===== src/rtl/index_vec_assembler_pkg.sv =====
// Shared width helpers for the index/mask conversion blocks.
package index_vec_assembler_pkg;

    function automatic int unsigned width_for(input int unsigned n);
        return (n <= 1) ? 1 : $clog2(n);
    endfunction

endpackage


===== src/rtl/index_vec_assembler_onehot.sv =====
// Combinational index-to-one-hot decoder with an out-of-range flag for non-power-of-two widths.
module index_onehot_decoder #(
    parameter int unsigned W     = 16,
    parameter int unsigned IDX_W = 4
) (
    input  logic [IDX_W-1:0] index,
    output logic [W-1:0]     onehot,
    output logic             out_of_range
);

    localparam logic [IDX_W:0] WidthLimit = (IDX_W + 1)'(W);

    always_comb begin
        onehot = '0;
        for (int unsigned i = 0; i < W; i++) begin
            onehot[i] = ({1'b0, index} == (IDX_W + 1)'(i));
        end
        out_of_range = ({1'b0, index} >= WidthLimit);
    end

endmodule


===== src/rtl/index_vec_assembler.sv =====
// Rebuilds a W-bit flag vector from a stream of bit indices, one vector per in_last-delimited batch.
module index_vec_assembler
    import index_vec_assembler_pkg::*;
#(
    parameter int unsigned W     = 16,
    parameter int unsigned IDX_W = width_for(W),
    parameter int unsigned CNT_W = width_for(W + 1)
) (
    input  logic             clk,
    input  logic             rst,
    input  logic             in_valid,
    output logic             in_ready,
    input  logic [IDX_W-1:0] in_index,
    input  logic             in_none,
    input  logic             in_last,
    output logic             out_valid,
    input  logic             out_ready,
    output logic [W-1:0]     out_vec,
    output logic [CNT_W-1:0] out_count,
    output logic             out_err
);

    typedef enum logic [0:0] {StAccum, StHold} state_e;

    state_e             state_q, state_d;
    logic [W-1:0]       acc_vec_q, acc_vec_d;
    logic [CNT_W-1:0]   acc_cnt_q, acc_cnt_d;
    logic               acc_err_q, acc_err_d;
    logic               valid_q, valid_d;
    logic [W-1:0]       vec_q, vec_d;
    logic [CNT_W-1:0]   cnt_q, cnt_d;
    logic               err_q, err_d;

    logic [W-1:0]       onehot;
    logic               out_of_range;
    logic               dup;
    logic [W-1:0]       merged_vec;
    logic [CNT_W-1:0]   merged_cnt;
    logic               merged_err;
    logic               accept;
    logic               slot_free;

    index_onehot_decoder #(
        .W     (W),
        .IDX_W (IDX_W)
    ) u_decoder (
        .index        (in_index),
        .onehot       (onehot),
        .out_of_range (out_of_range)
    );

    assign dup       = |(acc_vec_q & onehot);
    assign in_ready  = (state_q == StAccum);
    assign accept    = in_valid & in_ready;
    assign slot_free = !valid_q | out_ready;

    always_comb begin
        merged_vec = acc_vec_q;
        merged_cnt = acc_cnt_q;
        merged_err = acc_err_q;
        if (!in_none) begin
            if (out_of_range || dup) begin
                merged_err = 1'b1;
            end else begin
                merged_vec = acc_vec_q | onehot;
                merged_cnt = acc_cnt_q + CNT_W'(1);
            end
        end
    end

    always_comb begin
        state_d   = state_q;
        acc_vec_d = acc_vec_q;
        acc_cnt_d = acc_cnt_q;
        acc_err_d = acc_err_q;
        valid_d   = valid_q;
        vec_d     = vec_q;
        cnt_d     = cnt_q;
        err_d     = err_q;

        if (valid_q && out_ready) begin
            valid_d = 1'b0;
        end

        unique case (state_q)
            StAccum: begin
                if (accept) begin
                    if (in_last && slot_free) begin
                        valid_d   = 1'b1;
                        vec_d     = merged_vec;
                        cnt_d     = merged_cnt;
                        err_d     = merged_err;
                        acc_vec_d = '0;
                        acc_cnt_d = '0;
                        acc_err_d = 1'b0;
                    end else begin
                        // A stalled last beat parks the finished batch in the accumulator.
                        acc_vec_d = merged_vec;
                        acc_cnt_d = merged_cnt;
                        acc_err_d = merged_err;
                        if (in_last) begin
                            state_d = StHold;
                        end
                    end
                end
            end
            StHold: begin
                if (slot_free) begin
                    valid_d   = 1'b1;
                    vec_d     = acc_vec_q;
                    cnt_d     = acc_cnt_q;
                    err_d     = acc_err_q;
                    acc_vec_d = '0;
                    acc_cnt_d = '0;
                    acc_err_d = 1'b0;
                    state_d   = StAccum;
                end
            end
            default: state_d = StAccum;
        endcase
    end

    always_ff @(posedge clk or posedge rst) begin
        if (rst) begin
            state_q   <= StAccum;
            acc_vec_q <= '0;
            acc_cnt_q <= '0;
            acc_err_q <= 1'b0;
            valid_q   <= 1'b0;
            vec_q     <= '0;
            cnt_q     <= '0;
            err_q     <= 1'b0;
        end else begin
            state_q   <= state_d;
            acc_vec_q <= acc_vec_d;
            acc_cnt_q <= acc_cnt_d;
            acc_err_q <= acc_err_d;
            valid_q   <= valid_d;
            vec_q     <= vec_d;
            cnt_q     <= cnt_d;
            err_q     <= err_d;
        end
    end

    assign out_valid = valid_q;
    assign out_vec   = vec_q;
    assign out_count = cnt_q;
    assign out_err   = err_q;

endmodule


===== config.mk =====
export PLATFORM = sky130hd
export DESIGN_NAME = index_vec_assembler
export DESIGN_NICKNAME = d
export VERILOG_FILES = /design/src/rtl/index_vec_assembler_pkg.sv /design/src/rtl/index_vec_assembler_onehot.sv /design/src/rtl/index_vec_assembler.sv
export SDC_FILE = /design/constraint.sdc
export NUM_CORES = 1
export LEC_CHECK = 0
export BUFFER_PORTS_ARGS = -buffer_cell sky130_fd_sc_hd__clkbuf_2
export CAP_MARGIN = 25
export CORE_UTILIZATION = 40
export DETAILED_ROUTE_END_ITERATION = 12
export PLACE_DENSITY_LB_ADDON = 0.3
export SYNTH_ARGS = -nofsm -noshare
export SYNTH_HDL_FRONTEND = slang
export SYNTH_SLANG_ARGS = --single-unit

===== constraint.sdc =====
create_clock -name clk -period 4.36 [get_ports clk]
set_clock_uncertainty 0.15 [all_clocks]
set_input_delay 0.436 -clock clk [delete_from_list [all_inputs] [get_ports clk]]
set_output_delay 0.436 -clock clk [all_outputs]
set_load 0.02 [all_outputs]

Word level (Yosys, flattened, before mapping):

Index checks and enable logic that the tools add are counted.
Widths: inputs -> output; s select.

* word-level logic and storage cells: 79
* output and inout port bits: 24
* flip-flop bits (word level): 46

* eq/ne operators: 18
* add/subtract/negate cells: 1
* bitwise operators: 5
* muxes and demuxes: 40
* reduce and logical (&&, ||, !) cells: 7

Operator list (number)
* $mux 16: 8
* $pmux 16 s2: 2
* $mux 5: 8
* $eq 4x4->1 const B: 8
* $pmux 5 s2: 2
* $and 16x16->16: 1
* $eq 4x3->1 const B: 4
* $mux 1: 16
* $or 16x16->16: 1
* $reduce_or 16->1: 1
* $eq 4x2->1 const B: 2
* $pmux 1 s2: 4
* $ne 2x1->1 const B: 3
* $add 5x1->5 const B: 1
* $eq 4x1->1 const B: 1
* $logic_not 4->1: 1
* $reduce_and 3->1: 1
* $logic_and 1x1->1: 2
* $reduce_and 2->1: 1
* $and 1x1->1: 1
* $logic_not 1->1: 1
* $not 1->1: 1
* $or 1x1->1: 1

Longest topological paths before layout:

Gate-level depths: netlist of run 1.

* depth in word-level cells: 8
* mapped depth: 8

Modules after synthesis:

A second synthesis of run 1 with hierarchy kept.

* cells, all modules: 239
* area total of the unflattened synthesis: 2347.3 um^2

By module, submodules not included
* index_vec_assembler: instances 1, area an instance 2109.5 um^2, cells each 217
* index_onehot_decoder: instances 1, area an instance 237.7 um^2, cells each 22

Worst setup path before layout of run 1:

Ideal clock, no wire load.

* kind: input -> register
* start: in in_index[1]
* end: reg cnt_q[2] (netlist: out_count[2])
* setup slack: 2104 ps
* buffers on the path: 2
* arrival time: 1982 ps
* stages on the path: 8
* cells stage by stage: buf_2 > mux2i_1 > o22ai_1 > o21a_1 > a2111oi_4 > buf_4 > a21oi_1 > a211o_1

* word-level cells in the longest chain between the ends: 8
* elaborated cells between the ends (all ways): 23
* classes of those cells: eq/ne (15); mux (5); bitwise (1); reduce/logical (2)

Ends and longest elaborated chain
* start: declaration: RTL line index_vec_assembler.sv:13 `input logic [IDX_W-1:0] in_index,`
* $eq 4x1->1 (tied with other cells): RTL line index_vec_assembler_onehot.sv:16 `onehot[i] = ({1'b0, index} == (IDX_W + 1)'(i));`
* $and 16x16->16 *: RTL line index_vec_assembler.sv:52 `assign dup = |(acc_vec_q & onehot);`
* $reduce_or 16->1 *: RTL line index_vec_assembler.sv:52
* $mux 5 *: RTL line index_vec_assembler.sv:62 `if (out_of_range || dup) begin`
* $mux 5 *: RTL line index_vec_assembler.sv:61 `if (!in_none) begin`
* $mux 5 *: RTL line index_vec_assembler.sv:88 `if (in_last && slot_free) begin`
* $mux 5 *: RTL line index_vec_assembler.sv:87 `if (accept) begin`
* $pmux 5 s2 *: RTL line index_vec_assembler.sv:85 `unique case (state_q)`
* end signal: assignment: RTL line index_vec_assembler.sv:140 `cnt_q <= cnt_d;`
* end: declaration: RTL line index_vec_assembler.sv:31 `logic [CNT_W-1:0] cnt_q, cnt_d;`

Mark *: on every way between the ends. The rest lies on a longest branch, timed or not. The select of a mux whose other input is x is not followed.
A chain may end at the register's enable or synchronous reset.

Final worst setup path of run 1:

* start: reg state_q
* end: reg cnt_q[2] (netlist: out_count[2])

* word-level cells in the longest chain between the ends: 4
* elaborated cells between the ends (all ways): 7
* classes of those cells: eq/ne (3); mux (1); bitwise (2); reduce/logical (1)

Ends and longest elaborated chain
* start: declaration: RTL line index_vec_assembler.sv:25 `state_e state_q, state_d;`
* start signal: assignment: RTL line index_vec_assembler.sv:125 `state_q <= StAccum;`
* start signal: assignment: RTL line index_vec_assembler.sv:134 `state_q <= state_d;`
* $not 1->1
* $and 1x1->1: RTL line index_vec_assembler.sv:54 `assign accept = in_valid & in_ready;`
* $ne 2x1->1 (no source line)
* $reduce_and 3->1 (no source line)

Several ways; a longest one is shown, not always the timed one.

==> results of run 1 <==
==> power by group <==
group | internal [mW] | switching, mW
Combinational | 0.0845 | 0.167
Sequential | 0.477 | 0.0334
Clock | 0.111 | 0.137
==> worst paths after layout <==
kind / end / slack, ps / from / depth (start not counted)
hold / removal: out_valid / 250 / in_valid / 3
setup reg to reg: out_count[2] / 1980 / state_q / 6
hold reg to reg: out_count[0] / 360 / out_count[0] / 2
max in group asynchronous: acc_vec_q[1] / 3130 / rst / 4
min in group asynchronous: out_vec[15] / 450 / rst / 3
setup / recovery: out_count[2] / 1980 / state_q / 6
==> kinds of logic after synthesis <==
group | after synthesis | synth area share (%)
fa+ha+maj | 1 | 0.546
simple gates | 87 | 17.6
mux | 5 | 2.18
compound gates | 87 | 25.8
buf+inv | 17 | 3.17
flops | 46 | 50.2
xor+xnor | 1 | 0.382
==> routing by layer <==
metal	GRT usage, %	share of wire (%)	vias up	routed length, µm
met5	0	0	-	0
met4	6.60	1.5	0	78
met3	4.82	4.7	9	249
met2	25.6	44	52	2310
met1	28.9	50	919	2660
li1	-	-	949	-
==> through the flow <==
| step | hold WS [ps] | std cells | utilization, % | worst slack (ps) |
|---|---|---|---|---|
| after global routing | 303 | 347 | 47.5 | 1830 |
| after CTS | 233 | 344 | 46.8 | 1540 |
| after floorplan | 311 | 244 | - | 2100 |
| final | 253 | 347 | 47.5 | 1980 |
| after detailed placement | 342 | 337 | 45.4 | 1210 |
| after global placement | 325 | 337 | 45.4 | 1340 |
==> synth_stat cells (all sizes together), types with 2 or more instances <==
cell type,n,area (µm²)
dfrtp,46,1150
a31oi,21,131
nand2,33,131
nand2b,5,31.3
nand3,5,25.0
mux2i,5,50.1
a21oi,23,115
or2,2,12.5
clkbuf,9,35.0
o21ai,18,90.1
nor2b,7,51.3
inv,4,15.0
a2111oi,2,55.1
and2,2,12.5
buf,4,22.5
nor2,28,105
o211ai,4,35.0
o31ai,3,22.5
or4,3,22.5
==> flip-flops by register name, indices dropped and copies added, names as in the netlist <==
register	cells
out_valid	1
out_err	1
out_count	5
state_q	1
acc_cnt_q	5
acc_err_q	1
out_vec	16
acc_vec_q	16
==> final cells by class <==
class | count | area share, %
Clock buffer | 7 | 2.92
Inverter | 4 | 0.574
Multi-Input combinational cell | 181 | 40.9
Sequential cell | 46 | 44.0
Tap cell | 72 | 3.44
Timing Repair Buffer | 37 | 8.18
==> critical path, cell delays in order (launching register included) <==
cell and delay [ps]:
dfrtp_1 560, nand2b_1 210, a21bo_2 280, nand2_1 560, nor2_1 90, and3_1 210
a211o_1 210
==> flow_summary.yaml, run 1 <==
run_status:
  status: "complete, no violations"
clocking:
  clockRootBuffer: "clkbuf_8"
  ctsHoldBuffers: 0
  clockBufferDepth: 2
  post_cts_resized: 0
  h-tree-depth: 2
  cts_buffers: 5
  cts.clk_slew.worst_paths_ps: 80
  postCtsSetupRepairBufs: 0
  cts_tree: "built"
  insertion_delay_ps: 300
  numClockSinks: 46
logic_synthesis:
  synth_edf_count: 0
  synth-async-reset-ratio_pct: 100
  syn-mean-instance-area_um2: 9.39
  syn_inst: 244
  synth.distinct_cells: 46
  seq_area_frac_synth_pct: 50.2
  ys_warn_count: 0
  synth_flop_cell: "dfrtp_1"
  synth_seq_cells: 46
  synthesis.area_um2: 2290
  synthesis.nets: 255
timing:
  relSlewSlack_pct: 50.6
  max_freq_mhz: 420
  min_period_ps: 2380
  final.setup.tns_ps: 0
  worst_pin_slew_ps: 739
  finalSetupViolCount: 0
  fin_crit_sh_pct: 54.6
  rsz0062_at_grt: "false"
  finalHoldViolations: 0
  maxSlewViolCount: 0
finish:
  multi_input_area_um2: 1070
  seq_area_um2: 1150
  stdcell_area_um2: 2620
  drive_gt1_share_pct: 19.6
  n_antenna_cell: 0
  nNetsFinal: 286
  area_growth_pct: 14.2
  final_cell_mix: "dfrtp_1, clkbuf_2, nand2_1, nor2_1, a21oi_1"
  nFillCells: 541
  final_common_cell: "dfrtp_1"
flow_run:
  cap_viol_max_count: 0
route:
  drt-pass1-iter-count: 4
  drt-initial-drc-count: 95
  ant_nets: 0
  vias_per_cell: 5.56
  drt-wirelength-per-cell_um: 15.3
  vias: 1929
  routed_wl_um: 5300
  drc: 0
critical_path:
  start_kind: "register"
  critical_path_class: "register to register"
  critical_path_arrival_ps: 2420
  cp-end-kind: "register"
  cp.required_ps: 4400
  crit_fanout: 20
floorplan:
  core_um2: 5510
  io-pin-count: 34
  die_h_um: 77.7
  die_area_um2: 6030
  start_util_pct: 41.6
  rows: 27
  die_w_um: 77.7
placed_design:
  place_congestion: 0.910
  placedInstanceArea_um2: 2500
  dp_hpwl_um: 3700
  port_buffers: 33
power:
  vdd_drop_max_uv: 138
  p_total_mw: 1.01
  power_density_nw_per_um2: 386
  leakagePower_nw: 1.14
grt:
  grt_pass1_wl_um: 8810
  globalRouteTotalUtil_pct: 19.0
  grt_pass1_vias: 1737
  grt_max_degree: 47
  antenna_found_initial: 0
  gr-total-overflow: 0
min_path:
  hold_class: "input port to register"
(Power assumes the default switching activity.)
==> inputs of run 2 (changes only) <==
- clock period: 4.36 -> 2 ns (I/O delays scaled with it)
==> run 2 against run 1 <==
The flow now finishes with violations (negative setup slack). Sequential share of layout area shrank 8.5 points. Register-to-register slack lost 2100 ps. Maximum frequency grew 13%. Core utilization rose by 11 points. Clock power increased by 140%. Die area unchanged. Combinational power grew to 2.8 times the previous value.
==> flow_summary.yaml, run 2 (synthesized netlist as in run 1, its figures left out) <==
critical_path:
  path_buf_inv: 2
  critical_path_arrival_ps: 2150
  max_stage_delay_ps: 400
  cp-end-kind: "register"
  start_kind: "register"
  critical_path_class: "register to register"
  critical_path.top_delay_family: "compound AO/OA/AOI/OAI gates"
  crit_path_cell_trace: "a22o_1 -> o31a_1 -> a2111oi_4 -> buf_4 -> buf_6 -> a21oi_2 -> a211o_1"
  cp.required_ps: 2040
  crit_fanout: 3
  crit_slowest_cell: "dfrtp_1"
timing:
  finalSetupViolCount: 32
  fin_crit_sh_pct: 105
  max_freq_mhz: 474
  worst_pin_slew_ps: 661
  relSlewSlack_pct: 55.9
  setup_slack_ps: -109
  rsz0062_at_grt: "true"
  maxSlewViolCount: 0
  finalHoldViolations: 0
  min_period_ps: 2110
route:
  drt-initial-drc-count: 176
  routed_wl_um: 5920
  dr_wl_met3_um: 268
  vias_per_cell: 5.37
  met2WireLength_um: 2830
  vias: 2111
  top_layer_used: "met4"
  routedLengthMet1_um: 2760
  drc: 0
  ant_nets: 0
  drt-wirelength-per-cell_um: 15.1
  drt-pass1-iter-count: 4
placed_design:
  place_congestion: 0.895
  post-place-ws_ps: -288
  port_buffers: 33
  dp_hpwl_um: 4210
power:
  vdd_drop_max_uv: 306
  p_switching_uw: 813
  combPwrFrac_pct: 29.2
  leakagePower_nw: 1.47
  p_sw_share_pct: 33.8
  internal_power_mw: 1.60
  seqPwrFrac_pct: 46.2
  p_total_mw: 2.41
  p_clk_share_pct: 24.6
  power_density_nw_per_um2: 743
run_status:
  violations: "negative setup slack"
  status: "finished with violations"
clocking:
  clockBufferDepth: 2
  h-tree-depth: 2
  clockRootBuffer: "clkbuf_8"
  cts.clk_slew.worst_paths_ps: 90
  cts_tree: "built"
  cts_buffers: 5
  numClockSinks: 46
  insertion_delay_ps: 300
finish:
  nNetsFinal: 331
  n_antenna_cell: 0
  drive_gt1_share_pct: 41.4
  area_growth_pct: 41.4
  final_cell_mix: "dfrtp_1, buf_4, clkbuf_2, nand2_1, nor2_1"
  final_common_cell: "dfrtp_1"
floorplan:
  core_um2: 5510
  io-pin-count: 34
  die_h_um: 77.7
  start_util_pct: 41.6
  die_w_um: 77.7
  rows: 27
  die_area_um2: 6030
grt:
  globalRouteTotalUtil_pct: 20.8
  gr-total-overflow: 0
  grt_max_degree: 43
  grt_pass1_vias: 1953
  antenna_found_initial: 0
  grt_pass1_wl_um: 9760
flow_run:
  cap_viol_max_count: 0
min_path:
  hold_class: "input port to register"
==> run 2: final timing paths <==
path | end | slack (ps) | from | cells after the start
setup / recovery | out_count[2] | -110 | acc_vec_q[1] | 7
hold / removal | out_valid | 20 | in_valid | 3
setup reg to reg | out_count[2] | -110 | acc_vec_q[1] | 7
hold reg to reg | acc_err_q | 360 | acc_err_q | 2
max in group asynchronous | state_q | 930 | rst | 4
min in group asynchronous | out_vec[12] | 290 | rst | 3
==> run 2: per-stage QoR <==
| stage | instances | utilization, % | hold WS [ps] | cell area, µm² | setup TNS (ps) |
|---|---|---|---|---|---|
| final | 393 | 58.8 | 15.9 | 3240 | -1970 |
| after global routing | 393 | 58.8 | 30.6 | 3240 | -5880 |
| after CTS | 392 | 57.0 | 12.2 | 3140 | -2430 |
| after detailed placement | 378 | 51.7 | 70.3 | 2850 | -8550 |
| after global placement | 378 | 51.7 | 73.4 | 2850 | -7460 |
| after floorplan | 244 | - | 197 | 2300 | -1.49 |
==> run 2: power by group through the flow <==
| stage | logic, mW | registers [mW] | clock network (mW) |
|---|---|---|---|
| 2_1_floorplan | 0.267 | 1.23 | 0 |
| 3_3_place_gp | 0.613 | 1.12 | 0 |
| 3_5_place_dp | 0.620 | 1.13 | 0 |
| 4_1_cts | 0.680 | 1.11 | 0.608 |
| 5_1_grt | 0.763 | 1.13 | 0.639 |
| 6_report | 0.703 | 1.11 | 0.593 |
==> run 2: worst register-to-register path: stages, from the launching register on <==
cell and delay, ps:
dfrtp_1 400, a22o_1 230, o31a_1 290, a2111oi_4 370, buf_4 180, buf_6 110, a21oi_2 40, a211o_1 230
==> run 2: timing repair <==
| action | CTS | global route |
|---|---|---|
| buffers inserted | 4 | 1 |
| hold endpoints to repair | 20 | 0 |
| resized for setup | 26 | 20 |
| endpoints found under the setup margin | 37 | 40 |
| hold buffers | 1 | 0 |
| pin swaps | 43 | 15 |
| cloned | 1 | 0 |
==> run 2: final cells by class <==
type / count / area (µm²)
inverter: 4 / 15.0
multi-input combinational: 181 / 1280
timing repair buffer: 82 / 604
tap: 72 / 90.1
clock buffer: 6 / 82.6
fill: 451 / 2270
clock inverter: 2 / 12.5
sequential: 46 / 1150
==> run 2: routing by layer <==
| metal | global-route usage, % | vias to the layer above |
|---|---|---|
| met5 | 0 | - |
| li1 | - | 1035 |
| met2 | 32.4 | 54 |
| met1 | 30.8 | 1015 |
| met3 | 2.12 | 7 |
| met4 | 5.47 | 0 |
==> inputs of run 3 (changes only) <==
- CELL_PAD_IN_SITES_DETAIL_PLACEMENT: unset -> 1
- CELL_PAD_IN_SITES_GLOBAL_PLACEMENT: unset -> 2
- CORE_UTILIZATION: 40 -> 33
- CTS_BUF_LIST: unset -> sky130_fd_sc_hd__clkbuf_8
- SKIP_LAST_GASP: unset -> 1
==> run 3 against run 2 <==
The run still ends with negative setup slack left. Core utilization shrank 12 points. Maximum frequency shrank 0.52%. Sequential power is essentially flat. Final cell count grew 2.0%. Combinational power is essentially flat. Routed wire length grew 21%. Critical path depth is the same. Critical endpoint unchanged. Largest power group unchanged.
==> flow_summary.yaml, run 3 (synthesized netlist as in run 1, its figures left out) <==
grt:
  grt_max_degree: 47
  antenna_found_initial: 0
  globalRouteTotalUtil_pct: 20.6
  grt_pass1_vias: 2173
  grt_pass1_wl_um: 11400
  gr-total-overflow: 0
finish:
  multi_input_area_um2: 1230
  final_cell_mix: "dfrtp_1, buf_4, clkbuf_2, nand2_1, nor2_1"
  fin_util_pct: 47.3
  area_growth_pct: 39.5
  nFillCells: 789
  drive_gt1_share_pct: 39.6
  seq_area_um2: 1150
  final_common_cell: "dfrtp_1"
  nNetsFinal: 331
  n_antenna_cell: 0
timing:
  max_freq_mhz: 472
  finalHoldViolations: 0
  worst_pin_slew_ps: 663
  finalSetupViolCount: 37
  setup_slack_ps: -120
  maxSlewViolCount: 0
  relSlewSlack_pct: 55.7
  min_period_ps: 2120
  rsz0062_at_grt: "true"
  fin_crit_sh_pct: 106
route:
  ant_nets: 0
  routed_wl_um: 7140
  vias_per_cell: 5.44
  vias: 2183
  drt-pass1-iter-count: 4
  drt-initial-drc-count: 83
  drt-wirelength-per-cell_um: 17.8
  drc: 0
floorplan:
  core_um2: 6760
  die_h_um: 85.3
  start_util_pct: 33.9
  rows: 30
  die_w_um: 85.3
  io-pin-count: 34
  die_area_um2: 7280
clocking:
  cts_buffers: 5
  numClockSinks: 46
  clockBufferDepth: 2
  cts_tree: "built"
  insertion_delay_ps: 300
  clockRootBuffer: "clkbuf_8"
  h-tree-depth: 2
  cts.clk_slew.worst_paths_ps: 90
min_path:
  hold_class: "input port to register"
placed_design:
  place_congestion: 0.862
  post-place-ws_ps: -261
  dp_hpwl_um: 4860
  port_buffers: 33
critical_path:
  critical_path_arrival_ps: 2160
  critical_path_class: "register to register"
  cp-end-kind: "register"
  start_kind: "register"
  crit_fanout: 3
  cp.required_ps: 2040
flow_run:
  cap_viol_max_count: 0
run_status:
  status: "finished with violations"
  violations: "negative setup slack"
power:
  p_total_mw: 2.48
  vdd_drop_max_uv: 290
  leakagePower_nw: 1.45
  power_density_nw_per_um2: 777
==> run 3: cell count changes in the layout (fill, tap and decap cells not counted), sizes merged <==
cell         change
clkinv           -1
buf              -1
clkbuf           +2
dlygate4sd3      +1
clkinvlp         -1
==> run 3: worst paths after layout <==
kind	cells after the start	start	slack, ps	end
min in group asynchronous	4	rst	310	out_vec[7]
worst min register to register	1	out_count[2]	350	out_count[2]
max in group asynchronous	4	rst	1170	acc_vec_q[3]
worst max-delay path	7	acc_vec_q[14]	-120	out_count[2]
worst max register to register	7	acc_vec_q[14]	-120	out_count[2]
worst min-delay path	3	in_last	20	out_valid
==> run 3: metal layers <==
layer	wire length, µm	GRT usage [%]
met5	0	0
met4	178	5.91
met3	258	3.50
met2	3440	33.0
met1	3260	28.7
==> run 3: layout make-up <==
class                           instances  share of cell area [%]
Tap cell                               80                    3.13
Sequential cell                        46                    36.0
Clock buffer                            8                    3.44
Timing Repair Buffer                   82                    18.4
Multi-Input combinational cell        181                    38.5
Inverter                                4                   0.470
==> run 3: metrics by stage <==
step	setup TNS (ps)	cell area, µm²	hold WS [ps]	cells
global route	-5880	3200	46.1	401
floorplan	-1.49	2300	197	244
finish	-2680	3200	22.7	401
detailed placement	-7910	2840	97.2	385
global placement	-5890	2840	90.9	385
CTS	-1090	3060	15.7	399
==> run 3: timing repair <==
| item | in CTS | in global routing |
|---|---|---|
| resized for setup | 16 | 26 |
| endpoints found under the setup margin | 40 | 41 |
| hold buffers | 2 | 0 |
| gates cloned | 1 | 0 |
| endpoints found under the hold margin | 47 | 0 |
| buffers inserted | 3 | 2 |
| pin swaps | 29 | 19 |
==> run 3: power breakdown <==
part / switching (mW) / internal, mW
clock network: 0.321 / 0.349
registers: 0.0711 / 1.04
logic: 0.434 / 0.270
==> run 3: worst max-delay path: stages (launching register included) <==
cell and delay (ps):
dfrtp_1 420, a221oi_2 340, a31oi_2 110, a2111oi_4 410, buf_4 200, buf_6 110
a21oi_4 40, a211o_1 230
